===== config.mk =====
export PLATFORM = sky130hd
export DESIGN_NAME = uart_tx_param_flat
export DESIGN_NICKNAME = d
export VERILOG_FILES = /design/src/rtl/uart_tx_param_pkg.sv /design/src/rtl/uart_tx_param_if.sv /design/src/rtl/uart_tx_param_fifo.sv /design/src/rtl/uart_tx_param.sv /design/src/flat_wrapper.sv
export SDC_FILE = /design/constraint.sdc
export NUM_CORES = 1
export LEC_CHECK = 0
export ABC_AREA = 0
export CORE_ASPECT_RATIO = 0.6
export CORE_UTILIZATION = 61
export CTS_CLUSTER_DIAMETER = 100
export DETAILED_ROUTE_END_ITERATION = 8
export PLACE_DENSITY_LB_ADDON = 0.15
export SYNTH_ARGS = -nofsm -noshare
export SYNTH_HDL_FRONTEND = slang
export SYNTH_HIERARCHICAL = 1
export SYNTH_SLANG_ARGS = --single-unit

===== constraint.sdc =====
create_clock -name clk -period 4.41 [get_ports clk]
set_input_delay 0.882 -clock clk [delete_from_list [all_inputs] [get_ports clk]]
set_output_delay 0.882 -clock clk [all_outputs]
set_load 0.02 [all_outputs]

===== src/rtl/uart_tx_param_pkg.sv =====
// Shared constants, FSM state type and frame-length helper for the parametrised UART transmitter.
package uart_pkg;

    localparam int PARITY_NONE = 0;
    localparam int PARITY_ODD  = 1;
    localparam int PARITY_EVEN = 2;

    typedef enum logic [2:0] {
        IDLE,
        START,
        DATA,
        PAR,
        STOP
    } tx_state_t;

    // Total clk cycles occupied by one frame on the serial line.
    function automatic int frame_len(input int clks_per_bit, input int data_bits,
                                     input int parity, input int stop_bits);
        return clks_per_bit * (1 + data_bits + ((parity != PARITY_NONE) ? 1 : 0) + stop_bits);
    endfunction

endpackage


===== src/rtl/uart_tx_param_if.sv =====
// Host-side bus of the UART transmitter: write strobe/data in, status flags and serial line out.
interface uart_tx_param_if #(
    parameter int DATA_BITS = 8,
    parameter int AW        = 2
);
    logic                 TX_EN;
    logic [DATA_BITS-1:0] TX_DATA;
    logic                 TX_STATUS;
    logic                 TX_FULL;
    logic [AW:0]          TX_COUNT;
    logic                 TX_OVF;
    logic                 UART_TX;

    modport master (
        output TX_EN, TX_DATA,
        input  TX_STATUS, TX_FULL, TX_COUNT, TX_OVF, UART_TX
    );

    modport slave (
        input  TX_EN, TX_DATA,
        output TX_STATUS, TX_FULL, TX_COUNT, TX_OVF, UART_TX
    );
endinterface


===== src/rtl/uart_tx_param_fifo.sv =====
// Small synchronous FIFO; the head word is visible combinationally so the FSM can pop and load in one edge.
module uart_tx_fifo #(
    parameter  int DATA_BITS  = 8,
    parameter  int FIFO_DEPTH = 4,
    localparam int AW         = $clog2(FIFO_DEPTH)
) (
    input  logic                 clk,
    input  logic                 reset,
    input  logic                 push,
    input  logic                 pop,
    input  logic [DATA_BITS-1:0] din,
    output logic [DATA_BITS-1:0] dout,
    output logic [AW:0]          count,
    output logic                 full,
    output logic                 empty
);
    logic [DATA_BITS-1:0] mem_q [FIFO_DEPTH];
    logic [AW-1:0]        wr_ptr_q, wr_ptr_d;
    logic [AW-1:0]        rd_ptr_q, rd_ptr_d;
    logic [AW:0]          count_q, count_d;
    logic                 do_push, do_pop;

    assign full    = (count_q == (AW+1)'(FIFO_DEPTH));
    assign empty   = (count_q == '0);
    // Full is judged on the registered count, so a push while full is dropped even if a pop coincides.
    assign do_push = push & ~full;
    assign do_pop  = pop & ~empty;

    always_comb begin
        wr_ptr_d = do_push ? wr_ptr_q + AW'(1) : wr_ptr_q;
        rd_ptr_d = do_pop  ? rd_ptr_q + AW'(1) : rd_ptr_q;
        count_d  = count_q + (AW+1)'(do_push) - (AW+1)'(do_pop);
    end

    always_ff @(posedge clk or negedge reset) begin
        if (!reset) begin
            wr_ptr_q <= '0;
            rd_ptr_q <= '0;
            count_q  <= '0;
        end else begin
            wr_ptr_q <= wr_ptr_d;
            rd_ptr_q <= rd_ptr_d;
            count_q  <= count_d;
        end
    end

    always_ff @(posedge clk) begin
        if (do_push) begin
            mem_q[wr_ptr_q] <= din;
        end
    end

    assign dout  = mem_q[rd_ptr_q];
    assign count = count_q;
endmodule


===== src/rtl/uart_tx_param.sv =====
// Parametrised UART transmitter: FIFO-buffered writes, internal bit timing, optional parity, 1 or 2 stop bits.
module uart_tx_param
    import uart_pkg::*;
#(
    parameter  int DATA_BITS    = 8,
    parameter  int CLKS_PER_BIT = 5208,
    parameter  int PARITY       = 0,
    parameter  int STOP_BITS    = 1,
    parameter  int FIFO_DEPTH   = 4,
    localparam int AW           = $clog2(FIFO_DEPTH)
) (
    input  logic             clk,
    input  logic             reset,
    uart_tx_param_if.slave   bus
);
    // The stop period may span two bit times, so the timer is sized for the longer of the two.
    localparam int TW = $clog2(STOP_BITS * CLKS_PER_BIT);
    localparam int CW = $clog2(DATA_BITS);
    localparam logic [TW-1:0] BIT_LAST  = TW'(CLKS_PER_BIT - 1);
    localparam logic [TW-1:0] STOP_LAST = TW'(STOP_BITS * CLKS_PER_BIT - 1);
    localparam logic [CW-1:0] DATA_LAST = CW'(DATA_BITS - 1);

    tx_state_t            state_q, state_d;
    logic [TW-1:0]        timer_q, timer_d;
    logic [CW-1:0]        bit_cnt_q, bit_cnt_d;
    logic [DATA_BITS-1:0] shift_q, shift_d;
    logic                 parity_q, parity_d;
    logic                 ovf_q, ovf_d;
    logic                 last_tick;
    logic                 pop;
    logic                 uart_tx;
    logic [DATA_BITS-1:0] fifo_dout;
    logic [AW:0]          fifo_count;
    logic                 fifo_full, fifo_empty;

    uart_tx_fifo #(
        .DATA_BITS  (DATA_BITS),
        .FIFO_DEPTH (FIFO_DEPTH)
    ) u_fifo (
        .clk   (clk),
        .reset (reset),
        .push  (bus.TX_EN),
        .pop   (pop),
        .din   (bus.TX_DATA),
        .dout  (fifo_dout),
        .count (fifo_count),
        .full  (fifo_full),
        .empty (fifo_empty)
    );

    always_ff @(posedge clk or negedge reset) begin
        if (!reset) begin
            state_q   <= IDLE;
            timer_q   <= '0;
            bit_cnt_q <= '0;
            shift_q   <= '0;
            parity_q  <= 1'b0;
            ovf_q     <= 1'b0;
        end else begin
            state_q   <= state_d;
            timer_q   <= timer_d;
            bit_cnt_q <= bit_cnt_d;
            shift_q   <= shift_d;
            parity_q  <= parity_d;
            ovf_q     <= ovf_d;
        end
    end

    always_comb begin
        state_d   = state_q;
        timer_d   = timer_q;
        bit_cnt_d = bit_cnt_q;
        shift_d   = shift_q;
        parity_d  = parity_q;
        pop       = 1'b0;
        ovf_d     = ovf_q | (bus.TX_EN & fifo_full);
        last_tick = (state_q == STOP) ? (timer_q == STOP_LAST) : (timer_q == BIT_LAST);
        if (state_q != IDLE) begin
            timer_d = last_tick ? '0 : timer_q + TW'(1);
        end
        unique case (state_q)
            IDLE: begin
                if (!fifo_empty) begin
                    pop       = 1'b1;
                    shift_d   = fifo_dout;
                    parity_d  = (PARITY == PARITY_EVEN) ? ^fifo_dout : ~^fifo_dout;
                    timer_d   = '0;
                    bit_cnt_d = '0;
                    state_d   = START;
                end
            end
            START: begin
                if (last_tick) begin
                    bit_cnt_d = '0;
                    state_d   = DATA;
                end
            end
            DATA: begin
                if (last_tick) begin
                    shift_d = shift_q >> 1;
                    if (bit_cnt_q == DATA_LAST) begin
                        state_d = (PARITY != PARITY_NONE) ? PAR : STOP;
                    end else begin
                        bit_cnt_d = bit_cnt_q + CW'(1);
                    end
                end
            end
            PAR: begin
                if (last_tick) begin
                    state_d = STOP;
                end
            end
            STOP: begin
                // Chain straight into the next start bit when more data is queued.
                if (last_tick) begin
                    if (!fifo_empty) begin
                        pop       = 1'b1;
                        shift_d   = fifo_dout;
                        parity_d  = (PARITY == PARITY_EVEN) ? ^fifo_dout : ~^fifo_dout;
                        bit_cnt_d = '0;
                        state_d   = START;
                    end else begin
                        state_d = IDLE;
                    end
                end
            end
            default: state_d = IDLE;
        endcase
    end

    always_comb begin
        uart_tx = 1'b1;
        unique case (state_q)
            START:   uart_tx = 1'b0;
            DATA:    uart_tx = shift_q[0];
            PAR:     uart_tx = parity_q;
            default: uart_tx = 1'b1;
        endcase
    end

    assign bus.UART_TX   = uart_tx;
    assign bus.TX_STATUS = (state_q == IDLE) && fifo_empty;
    assign bus.TX_FULL   = fifo_full;
    assign bus.TX_COUNT  = fifo_count;
    assign bus.TX_OVF    = ovf_q;
endmodule


===== src/flat_wrapper.sv =====
// flat-port wrapper written by rule: the top's interface ports become plain ports
module uart_tx_param_flat import uart_pkg::*;
#(
    parameter  int DATA_BITS    = 8,
    parameter  int CLKS_PER_BIT = 5208,
    parameter  int PARITY       = 0,
    parameter  int STOP_BITS    = 1,
    parameter  int FIFO_DEPTH   = 4,
    localparam int AW           = $clog2(FIFO_DEPTH)
)
  (clk, reset, bus_TX_EN, bus_TX_DATA, bus_TX_STATUS, bus_TX_FULL, bus_TX_COUNT, bus_TX_OVF, bus_UART_TX);
  uart_tx_param_if #(.DATA_BITS(DATA_BITS), .AW(2)) bus_i ();
  input  logic clk;
  input  logic reset;
  input wire logic [$bits(bus_i.TX_EN)-1:0] bus_TX_EN;
  input wire logic [$bits(bus_i.TX_DATA)-1:0] bus_TX_DATA;
  output wire logic [$bits(bus_i.TX_STATUS)-1:0] bus_TX_STATUS;
  output wire logic [$bits(bus_i.TX_FULL)-1:0] bus_TX_FULL;
  output wire logic [$bits(bus_i.TX_COUNT)-1:0] bus_TX_COUNT;
  output wire logic [$bits(bus_i.TX_OVF)-1:0] bus_TX_OVF;
  output wire logic [$bits(bus_i.UART_TX)-1:0] bus_UART_TX;
  assign bus_i.TX_EN = bus_TX_EN;
  assign bus_i.TX_DATA = bus_TX_DATA;
  assign bus_TX_STATUS = bus_i.TX_STATUS;
  assign bus_TX_FULL = bus_i.TX_FULL;
  assign bus_TX_COUNT = bus_i.TX_COUNT;
  assign bus_TX_OVF = bus_i.TX_OVF;
  assign bus_UART_TX = bus_i.UART_TX;
  uart_tx_param #(.DATA_BITS(DATA_BITS), .CLKS_PER_BIT(CLKS_PER_BIT), .PARITY(PARITY), .STOP_BITS(STOP_BITS), .FIFO_DEPTH(FIFO_DEPTH)) u_core (.clk(clk), .reset(reset), .bus(bus_i));
endmodule

==> After elaboration in Yosys (flattened, before gate mapping) <==
Memories as Yosys holds them, arrays and structs flattened.
Index checks and enable logic that the tools add are counted.
{ "totals": {"regBits": 36, "ramBits": 32, "in_bits": 11, "output_inout_bits": 7, "word_cells": 79, "mem_count": 1} }
{ "memory_table": {"columns": ["name", "words", "word_bits", "rd", "rd_ports_with_merged_regs", "write_ports", "line", "source"], "rows": [
  ["u_core.u_fifo.mem_q", 4, 8, 1, 0, 1, "uart_tx_param_fifo.sv:17", "logic [DATA_BITS-1:0] mem_q [FIFO_DEPTH];"]
]} }
{ "op_classes": {"addsub": 6, "eq_ne": 14, "n_mux": 31, "bitwise_logic": 6, "n_reduce_logical": 12} }
{ "op_table": {"columns": ["operator", "count"], "rows": [
  ["2-to-1 mux 13 bit", 4],
  ["2-to-1 mux 3 bit", 11],
  ["2-to-1 mux 8 bit", 3],
  ["case mux 8 bit (3 select lines)", 1],
  ["case mux 3 bit (5 select lines)", 1],
  ["adder 13 x 1 -> 13 bit, second input constant", 1],
  ["== test 13 bit, second input constant", 1],
  ["case mux 3 bit (4 select lines)", 1],
  ["inequality test 2 x 1 -> 1 bit, second input constant", 5],
  ["== test 3 bit, second input constant", 3],
  ["XNOR reduction 8 bit", 1],
  ["2-to-1 mux 1 bit", 7],
  ["== test 3 x 2 -> 1 bit, second input constant", 2],
  ["zero test 3 bit", 2],
  ["AND reduction 6 bit", 1],
  ["nonzero test 3 bit", 2],
  ["AND reduction 5 bit", 1],
  ["adder 2 x 1 -> 2 bit, second input constant", 2],
  ["inequality test 2 bit, second input constant", 2],
  ["case mux 1 bit (2 select lines)", 2],
  ["nonzero test 4 bit", 1],
  ["adder 3 x 1 -> 3 bit", 1],
  ["adder 3 x 1 -> 3 bit, second input constant", 1],
  ["bitwise AND 1 bit", 3],
  ["9 further kinds", 10]
]} }

==> Depth between registers and ports, before layout <==
Gate-level depths: netlist (run 1).
{ "logic_depth": {"ltp_word": 6, "depth_mapped": 13, "depth_no_buf": 13} }

==> Hierarchy <==
The synthesis (run 1) kept the hierarchy.
{ "modules_own_cells": {"columns": ["module", "n_inst", "cells_per_inst", "area_each_um2", "seq_area_each_um2"], "rows": [
  ["uart_tx_param", 1, 158, 1739.2, 725.7],
  ["uart_tx_fifo", 1, 83, 1622.8, 1136.1]
]} }

==> Worst setup path before layout (run 1) <==
Ideal clock, no wire load.
{ "synth_timing": {"path_type": "flip-flop to flip-flop", "from": "register u_core.u_fifo.count_q[1] (netlist: u_core/u_fifo/count[1])", "to": "register u_core.u_fifo.count_q[2] (netlist: u_core/u_fifo/count[2])", "setup_ns": 0.139, "t_arrival_ns": 2.659, "required_ns": 4.271, "setup_slack_ns": 1.612, "stages_incl_launch_ff": 13, "path_buffers": 0, "synth_period_minus_slack_ns": 2.798, "cell_sequence": "dfrtp_1 -> nor3_1 -> nor3_2 -> a21boi_1 -> o31ai_1 -> inv_1 -> ha_1 -> inv_1 -> ha_1 -> inv_1 -> fa_1 -> xnor2_1 -> xnor2_1"} }
{ "synth_via": {"elab_chain_len": 6, "word_cells_on_any_way": 11, "classes_between": "2 x add/sub; 1 x eq/ne; 3 x mux; 4 x bitwise; 1 x reduce/logical"} }
{ "synth_lines": {"columns": ["item", "line", "source"], "rows": [
  ["from (decl)", "uart_tx_param_fifo.sv:20", "logic [AW:0] count_q, count_d;"],
  ["from (signal assigned)", "uart_tx_param_fifo.sv:43", "count_q <= count_d;"],
  ["zero test 3 bit (*)", "uart_tx_param_fifo.sv:24", "assign empty = (count_q == '0);"],
  ["net u_core.fifo_empty", "uart_tx_param.sv:34", "logic fifo_full, fifo_empty;"],
  ["2-to-1 mux 1 bit (*)", "uart_tx_param.sv:83, uart_tx_param.sv:116", null],
  ["2-to-1 mux 1 bit", "uart_tx_param.sv:115", "if (last_tick) begin"],
  ["case mux 1 bit (2 select lines) (*)", "uart_tx_param.sv:81", "unique case (state_q)"],
  ["net u_core.pop", "uart_tx_param.sv:30", "logic pop;"],
  ["bitwise AND 1 bit (*)", "uart_tx_param_fifo.sv:27", "assign do_pop = pop & ~empty;"],
  ["net u_core.u_fifo.do_pop", "uart_tx_param_fifo.sv:21", "logic do_push, do_pop;"],
  ["subtractor 3 x 1 -> 3 bit (*)", "uart_tx_param_fifo.sv:32", "count_d = count_q + (AW+1)'(do_push) - (AW+1)'(do_pop);"],
  ["net u_core.u_fifo.count_d[2]", "uart_tx_param_fifo.sv:20", null]
]} }
The timed path passes the listed nets; every way through them passes the cells marked *.
A chain may end at the register's enable or synchronous reset.

==> Worst setup path in the final report (run 1) <==
{ "layout_timing": {"from": "register u_core.u_fifo.count_q[1] (netlist: u_core/u_fifo/count[1])", "to": "output port bus_TX_STATUS"} }
{ "layout_via": {"elab_chain_len": 2} }
{ "layout_lines": {"columns": ["item", "line", "source"], "rows": [
  ["zero test 3 bit", "uart_tx_param_fifo.sv:24", null],
  ["net u_core.fifo_empty", "uart_tx_param.sv:34", null],
  ["logical AND 1 bit", "uart_tx_param.sv:142", "assign bus.TX_STATUS = (state_q == IDLE) && fifo_empty;"],
  ["to (decl)", "flat_wrapper.sv:17", "output wire logic [$bits(bus_i.TX_STATUS)-1:0] bus_TX_STATUS;"]
]} }
The timed path passes the listed nets, and every way through them passes these cells.

==> summary.txt, run 1 <==
Detailed routing
  – Initial DRC Count: between 100 and 150
  – WL/cell: 17.6 um
  – Avg Vias per Cell: 6.07
  – Post-route ant nets: 0
  – Routed via count: 1984
  – Routed WL: 5750 um
  – Remaining routing DRC violations: 0
  – Drt first pass iters: 4

Floorplan
  – Initial Util: 64.9%
  – Core ar.: 5180 um^2
  – # rows: 20
  – Die height: roughly 60 um
  – Total I/O pin count: 18
  – DIE AREA: roughly 5800 um^2
  – Die X: 97.8 um

Setup path
  – Largest stage delay, worst path: about 0.64 ns
  – Worst R2R End: u_core/u_fifo/count[2]
  – Critical path arrival: 2.59 ns
  – Req. time, crit path: about 3.5 ns
  – Worst Setup End Kind: output port
  – R2R Path Start: u_core/u_fifo/count[1]
  – Critical path's top delay family: buffers and inverters
  – CP Buf/Inv Count: 2
  – Crit Path Max Fanout: 12
  – CP max-delay cell: nor3_1
  – Worst-path cell chain: nor3_1 > nand2_1 > inv_2 > clkdlybuf4s50_1
  – Worst Setup SP: u_core/u_fifo/count[1]
  – R2R Setup Slk: between 1 and 1.5 ns
  – Critical path class: flip-flop to output port
  – Reg2Reg Depth: 12
  – CP startpoint kind: flip-flop

Global routing
  – First-pass GRT wire length: around 9700 um
  – Vias in the first global route: 1899
  – Pin count of the biggest net entering global routing: 37
  – GRT overflow: 0
  – Total track usage: a little under a quarter
  – Initial antenna violation count: 0

Timing
  – Final Setup Violations: 0
  – Unrepaired setup endpoints after global routing: false
  – Rel. slew slack: about 40%
  – Final-report hold violation count: 0
  – Layout Skew: 0.00508 ns
  – Total negative slack: 0 ns
  – Fin worst setup slack: 0.941 ns
  – Max-slew violations: 0
  – Tmin final: between 3 and 4 ns
  – Fin crit share: 78.7%
  – Worst slew pin tran: 0.883 ns
  – Max Clk Rate: 0.288 GHz

Layout
  – Post-route insts no fill: around 330
  – Most common cell after layout, fill and taps aside: dfrtp_1
  – Layout area overhead: 10.0%
  – Share of layout cells above drive strength 1: 18.0%
  – Most frequent cells in the layout: dfrtp_1 (36), edfxtp_1 (32), clkdlybuf4s50_1 (16)
  – Fin nets: 277
  – Antenna fix cells: 0
  – Fin area: 3700 um^2

Logic synthesis
  – Synthesized Nets: between 200 and 300
  – Synth Area in Compound Gates: 7.96%
  – Post-Synthesis Cells: 241
  – Main combinational cell family by area after synthesis: multiplexers
  – #FFs+latches synth: 68
  – Avg Synthesized Cell Area: 14.0 um^2
  – Synth Warn #: 6
  – Proportion of synthesized area in mux cells: 13.3%
  – Post-Synth Simple-Gate Area: about an eighth
  – Seq/Total Area, Yosys: 55.4%
  – Mapped Area: 3360 um^2
  – Synth Area in XOR/XNOR: 3.13%
  – Adder-cell share of the synthesized area: roughly 3.9%
  – Library cells used by synthesis: 55

Place
  – Placed Cells: just over 300
  – Placed instance area: 3540 um^2
  – Port-buffer cells: 17
  – HPWL after detailed placement: 4080 um
  – Worst slack, placed: approximately 1.3 ns
  – RePlAce Congestion: 0.772

Worst hold path
  – Hold endpoint: u_core/bus.TX_OVF
  – Hold Crit Depth: 1
  – Hold Crit Class: flip-flop to flip-flop
  – Min-delay src: u_core/bus.TX_OVF

Clocking
  – Post-CTS setup buffers: 0
  – Number of gates resized after CTS: 0
  – Clk_lat worst skew: roughly 0.33 ns
  – Clock sink total: 68
  – CTS buffer count: 9
  – Worst-path clk slew: 0.07 ns
  – H-Tree Depth: 3
  – Root Driver: clkbuf_8
  – CTS tree: done
  – CTS Hold Bufs: 0
  – CTS max path bufs: 2

Pwr
  – PD cells: 614 nW/um^2
  – Maximum vdd drop: 0.000378 V
  – Static leakage power: 1.43 nW

Flow run
  – Max cap viols: 0

Run status
  – Status: complete, no violations
-- how the worst max path moves through the flow --
stage / end / slack, ns / cells past startpoint
4_1_cts: bus_TX_STATUS / 0.92 / 4
3_5_place_dp: bus_TX_STATUS / 1.28 / 4
3_3_place_gp: bus_TX_STATUS / 1.38 / 4
5_1_grt: bus_TX_STATUS / 0.75 / 4
6_report: bus_TX_STATUS / 0.94 / 4
2_1_floorplan: u_core/u_fifo/count[2] / 1.61 / 12
-- where the power goes --
part           switching (mW)  leakage (nW)  total (mW)  internal (mW)
Combinational           0.364         0.604       0.816          0.452
Clock                   0.208        0.0844       0.426          0.218
Sequential              0.187         0.743        1.03          0.842
Total                   0.759          1.43        2.27           1.51
-- Yosys cell counts (all sizes together) --
master / number / area share, %
mux2: 16 / 6.1
o31ai: 2 / 0.45
and4bb: 1 / 0.48
fa: 1 / 0.60
o22ai: 1 / 0.60
xnor2: 12 / 3.1
edfxtp: 32 / 29
a21o: 2 / 0.45
clkbuf: 4 / 0.48
nand2b: 4 / 0.74
or3b: 2 / 0.52
ha: 9 / 3.3
nor2: 5 / 0.63
a41oi: 2 / 0.52
or3: 1 / 0.19
nor3b: 4 / 1.4
a21boi: 1 / 0.22
nand4bb: 2 / 0.67
a21oi: 12 / 1.8
buf: 10 / 1.9
a311o: 1 / 0.30
and2: 3 / 0.56
inv: 9 / 1.0
nand3b: 1 / 0.22
a31oi: 3 / 0.56
o311ai: 1 / 0.26
nand3: 8 / 1.5
mux4: 8 / 5.4
and4: 3 / 0.78
nor2b: 1 / 0.19
a22o: 6 / 1.6
dfrtp: 36 / 27
nand2: 9 / 1.0
o211ai: 2 / 0.45
or4b: 1 / 0.30
and3b: 4 / 1.0
nor4b: 1 / 0.71
and4b: 1 / 0.30
nand4: 6 / 1.1
o21bai: 1 / 0.22
mux2i: 6 / 1.8
nor3: 3 / 0.60
o21ai: 4 / 0.60
-- metrics by stage --
| step | total power, mW | util (%) | hold slack [ns] |
|---|---|---|---|
| 2_1_floorplan | 1.65 | - | 0.454 |
| 3_3_place_gp | 1.83 | 68.3 | 0.447 |
| 3_5_place_dp | 1.86 | 68.3 | 0.448 |
| 4_1_cts | 2.29 | 71.4 | 0.465 |
| 5_1_grt | 2.42 | 71.4 | 0.486 |
| 6_report | 2.27 | 71.4 | 0.461 |
-- kinds of logic (layout without fill, tap and decap cells) --
logic type,count (synthesis),in the layout
buffers and inverters,23,43
AOI/OAI and AO/OA,38,38
DFF,68,68
and+or+nand+nor,60,60
xor gates and xnor gates,12,12
adders and majority gates,10,10
muxes,30,30
-- metal layers --
metal  global-route usage, %  up-vias  part of all wire (%)
met3                    7.31        8                   6.4
met4                    7.79        0                  0.99
li1                        -      946                     -
met5                       0        -                     0
met2                    31.3       52                    41
met1                    34.7      978                    52
-- state kept, by name, summed over array words and instances (netlist names), 2 cells and up --
register / flops
u_core/u_fifo/mem_q: 32
u_core/u_fifo/wr_ptr_q: 2
u_core/bit_cnt_q: 3
u_core/timer_q: 13
u_core/state_q: 3
u_core/u_fifo/rd_ptr_q: 2
u_core/u_fifo/count: 3
u_core/shift_q: 8
-- final cells by class --
cell class / count / area, um^2
repair buffers: 18 / 173
fillers: 349 / 1480
clock buffers: 14 / 153
flip-flops and latches: 68 / 1860
well taps: 66 / 82.6
inverters: 9 / 33.8
clock inverters: 2 / 10.0
multi-input cells: 150 / 1390
-- worst reg2reg max path, cell delays in order, from the launching register on --
cell and delay (ns):
dfrtp_1 0.50, nor3_1 0.64, nor3_2 0.11, a21boi_1 0.21, o31ai_1 0.15, inv_1 0.11
ha_1 0.28, inv_1 0.05, ha_1 0.13, inv_1 0.05, fa_1 0.37, xnor2_1 0.14
xnor2_1 0.13
Note: power is estimated with default switching activity, not from simulation.
==> run 2, diff against run 1 <==
--- a/config.mk
+++ b/config.mk
@@ -7,7 +7,7 @@
 export LEC_CHECK = 0
 export ABC_AREA = 0
 export CORE_ASPECT_RATIO = 0.6
-export CORE_UTILIZATION = 61
+export CORE_UTILIZATION = 54
 export CTS_CLUSTER_DIAMETER = 100
 export DETAILED_ROUTE_END_ITERATION = 8
 export PLACE_DENSITY_LB_ADDON = 0.15
==> constraint.sdc (replaced) <==
create_clock -name clk -period 2.9 [get_ports clk]
set_input_delay 0.58 -clock clk [delete_from_list [all_inputs] [get_ports clk]]
set_output_delay 0.58 -clock clk [all_outputs]
set_load 0.02 [all_outputs]
==> run 2 against run 1 <==
Register-to-register slack got worse by 1.2 ns. Sequential cell count unchanged. Global-route usage decreased by 0.46 points. First-iteration DRC count decreased by 31%. Largest power group unchanged. Critical path depth unchanged. Setup slack got worse by 0.77 ns. Combinational power increased by 73%. Critical endpoint unchanged.
==> summary.txt, run 2 (synthesized netlist as in run 1, its figures left out) <==
Setup path
  – Largest stage delay, worst path: 0.60 ns (-0.04 ns)
  – CP startpoint kind: flip-flop
  – Worst Setup End Kind: output port
  – Reg2Reg Depth: 13 (+1)
  – Critical path's top delay family: buffers and inverters
  – Worst R2R End: u_core/u_fifo/count[2]
  – Crit path to: bus_TX_STATUS
  – CP Buf/Inv Count: 2 (unchanged)
  – Req. time, crit path: 2.32 ns (-1.21 ns)
  – Levels on crit path: 4 (unchanged)
  – R2R Setup Slk: 0.20 ns (-1.20 ns)
  – Worst-path cell chain: nor3_2 > nand2_1 > inv_2 > clkdlybuf4s50_1
  – CP max-delay cell: clkdlybuf4s50_1
  – Critical path arrival: 2.14 ns (-0.45 ns)
  – R2R Path Start: u_core/timer_q[1]
  – Critical path class: flip-flop to output port
  – Worst Setup SP: u_core/state_q[0]
  – Crit Path Max Fanout: 12 (unchanged)

Timing
  – Hold WS: 0.325 ns (-0.136 ns)
  – Max-slew violations: 0 (unchanged)
  – Final-report hold violation count: 0 (unchanged)
  – Tmin final: 2.72 ns
  – Final Setup Violations: 0 (unchanged)
  – Unrepaired setup endpoints after global routing: false
  – Fin crit share: 93.9%
  – Worst slew pin tran: 0.830 ns (-0.0530 ns)
  – Max Clk Rate: ~0.37 GHz
  – Total negative slack: 0 ns (unchanged)
  – Rel. slew slack: 44.7% (+3.5 points)
  – Layout Skew: 0.00865 ns (+0.00357 ns)
  – Fin worst setup slack: 0.176 ns (-0.765 ns)

Pwr
  – Sw frac: 33.9% (+0.46 points)
  – Static leakage power: 1.50 nW (+4.9%)
  – Internal Pwr Total: 2.44 mW (+61%)
  – Combinational share of power: 38.2% (+2.3 points)
  – Final total power: 3.68 mW (+62%)
  – Maximum vdd drop: 0.000522 V (+38%)
  – PD cells: 955 nW/um^2 (+56%)
  – Clock share of power: 21.1% (+2.3 points)
  – P_sw: 1.25 mW (+64%)
  – Reg power frac: 40.7% (-4.6 points)

Flow run
  – Max cap viols: 0 (unchanged)

Detailed routing
  – Routed via count: 1992 (+0.40%)
  – WL/cell: 18.1 um (+3.0%)
  – Drt first pass iters: 4 (unchanged)
  – Avg Vias per Cell: 5.64 (-7.0%)
  – Initial DRC Count: 88 (-31%)
  – Post-route ant nets: 0 (unchanged)
  – Routed WL: 6390 um (+11%)
  – Remaining routing DRC violations: 0 (unchanged)

Layout
  – Layout area overhead: 14.7%
  – Register area: 1860 um^2 (unchanged)
  – Most frequent cells in the layout: dfrtp_1 (36), edfxtp_1 (32), clkdlybuf4s50_1 (16)
  – Antenna fix cells: 0 (unchanged)
  – Post-route insts no fill: 353 (+8.0%)
  – Max reg flops: 32 (unchanged)
  – Largest registers: u_core/u_fifo/mem_q: 32 flops, u_core/timer_q: 13 flops, u_core/shift_q: 8 flops
  – Most common cell after layout, fill and taps aside: dfrtp_1
  – Area occupied by multi-input gates: 1400 um^2 (+0.99%)
  – Fin nets: 289 (+4.3%)
  – Fill cell count: 441 (+26%)
  – Largest Register: u_core/u_fifo/mem_q
  – Share of layout cells above drive strength 1: 24.2% (+6.2 points)

Place
  – RePlAce Congestion: 0.806 (+4.4%)
  – Port-buffer cells: 17 (unchanged)
  – HPWL after detailed placement: 4470 um (+9.5%)
  – Worst slack, placed: 0.166 ns (-1.12 ns)
  – Placed Cells: 336 (+8.0%)

Clocking
  – CTS tree: done
  – Worst-path clk slew: 0.07 ns (about the same)
  – H-Tree Depth: 3 (unchanged)
  – CTS buffer count: 9 (unchanged)
  – Clk_lat worst skew: 0.36 ns (+0.03 ns)
  – CTS max path bufs: 2 (unchanged)
  – Clock sink total: 68 (unchanged)
  – Root Driver: clkbuf_8

Floorplan
  – Initial Util: 58.2% (-6.7 points)
  – Core ar.: 5780 um^2 (+12%)
  – DIE AREA: 6560 um^2 (+13%)
  – Die height: 63.1 um (+6.1%)
  – Die X: 104 um (+6.2%)
  – # rows: 21 (+5.0%)
  – Total I/O pin count: 18 (unchanged)

Global routing
  – First-pass GRT wire length: 10800 um (+11%)
  – Pin count of the biggest net entering global routing: 37 (unchanged)
  – Vias in the first global route: 2055 (+8.2%)
  – Initial antenna violation count: 0 (unchanged)
  – Total track usage: 22.5% (-0.46 points)
  – GRT overflow: 0 (unchanged)

Worst hold path
  – Hold Crit Class: input pin to asynchronous set/reset pin

Run status
  – Status: complete, no violations
==> run 2: changes by cell type in the layout (fill, tap and decap cells not counted), sizes merged <==
cell,change
clkinvlp,+3
clkbuf,-6
buf,+13
bufinv,+1
clkinv,-1
inv,+2
==> run 2: how the worst min path moves through the flow <==
stage / start / end / slack, ns / cells after the start
2_1_floorplan: reset / u_core/bit_cnt_q[0] / 0.28 / 0
3_3_place_gp: u_core/bus.TX_OVF / u_core/bus.TX_OVF / 0.45 / 1
3_5_place_dp: u_core/bus.TX_OVF / u_core/bus.TX_OVF / 0.45 / 1
4_1_cts: reset / u_core/state_q[1] / 0.33 / 1
5_1_grt: reset / u_core/state_q[1] / 0.38 / 1
6_report: reset / u_core/shift_q[4] / 0.32 / 1
==> run 2: stage by stage <==
| stage | area (um^2) | utilization (%) |
|---|---|---|
| after floorplan | 3360 | - |
| after global placement | 3640 | 62.9 |
| after detailed placement | 3640 | 62.9 |
| after CTS | 3840 | 66.4 |
| after global routing | 3860 | 66.7 |
| final | 3860 | 66.7 |
==> run 2: power groups by stage <==
stage	logic, mW	registers, mW	clock network [mW]
after floorplan	1.04	1.47	0
after detailed placement	1.40	1.51	0
after global placement	1.37	1.50	0
after global routing	1.53	1.54	0.845
final	1.41	1.50	0.777
after CTS	1.41	1.50	0.805
==> run 2: timing repair <==
| item | CTS | global route |
|---|---|---|
| setup buffers | 0 | 1 |
| setup endpoints to repair | 0 | 2 |
| hold buffers | 0 | 0 |
| gates resized for setup | 0 | 3 |
==> run 2: per-layer routing <==
layer	track usage, %	vias up	routed length (um)
met5	0	-	0
met4	8.93	0	90
met3	8.28	9	370
met2	30.2	51	2610
met1	33.1	967	3320
li1	-	965	-
==> run 2: final cells by class <==
cell class	count	share of cell area, %
tap	80	2.59
sequential	68	48.3
timing repair buffer	30	6.81
multi-input combinational	150	36.3
clock inverter	7	1.95
inverter	9	0.876
clock buffer	9	3.21
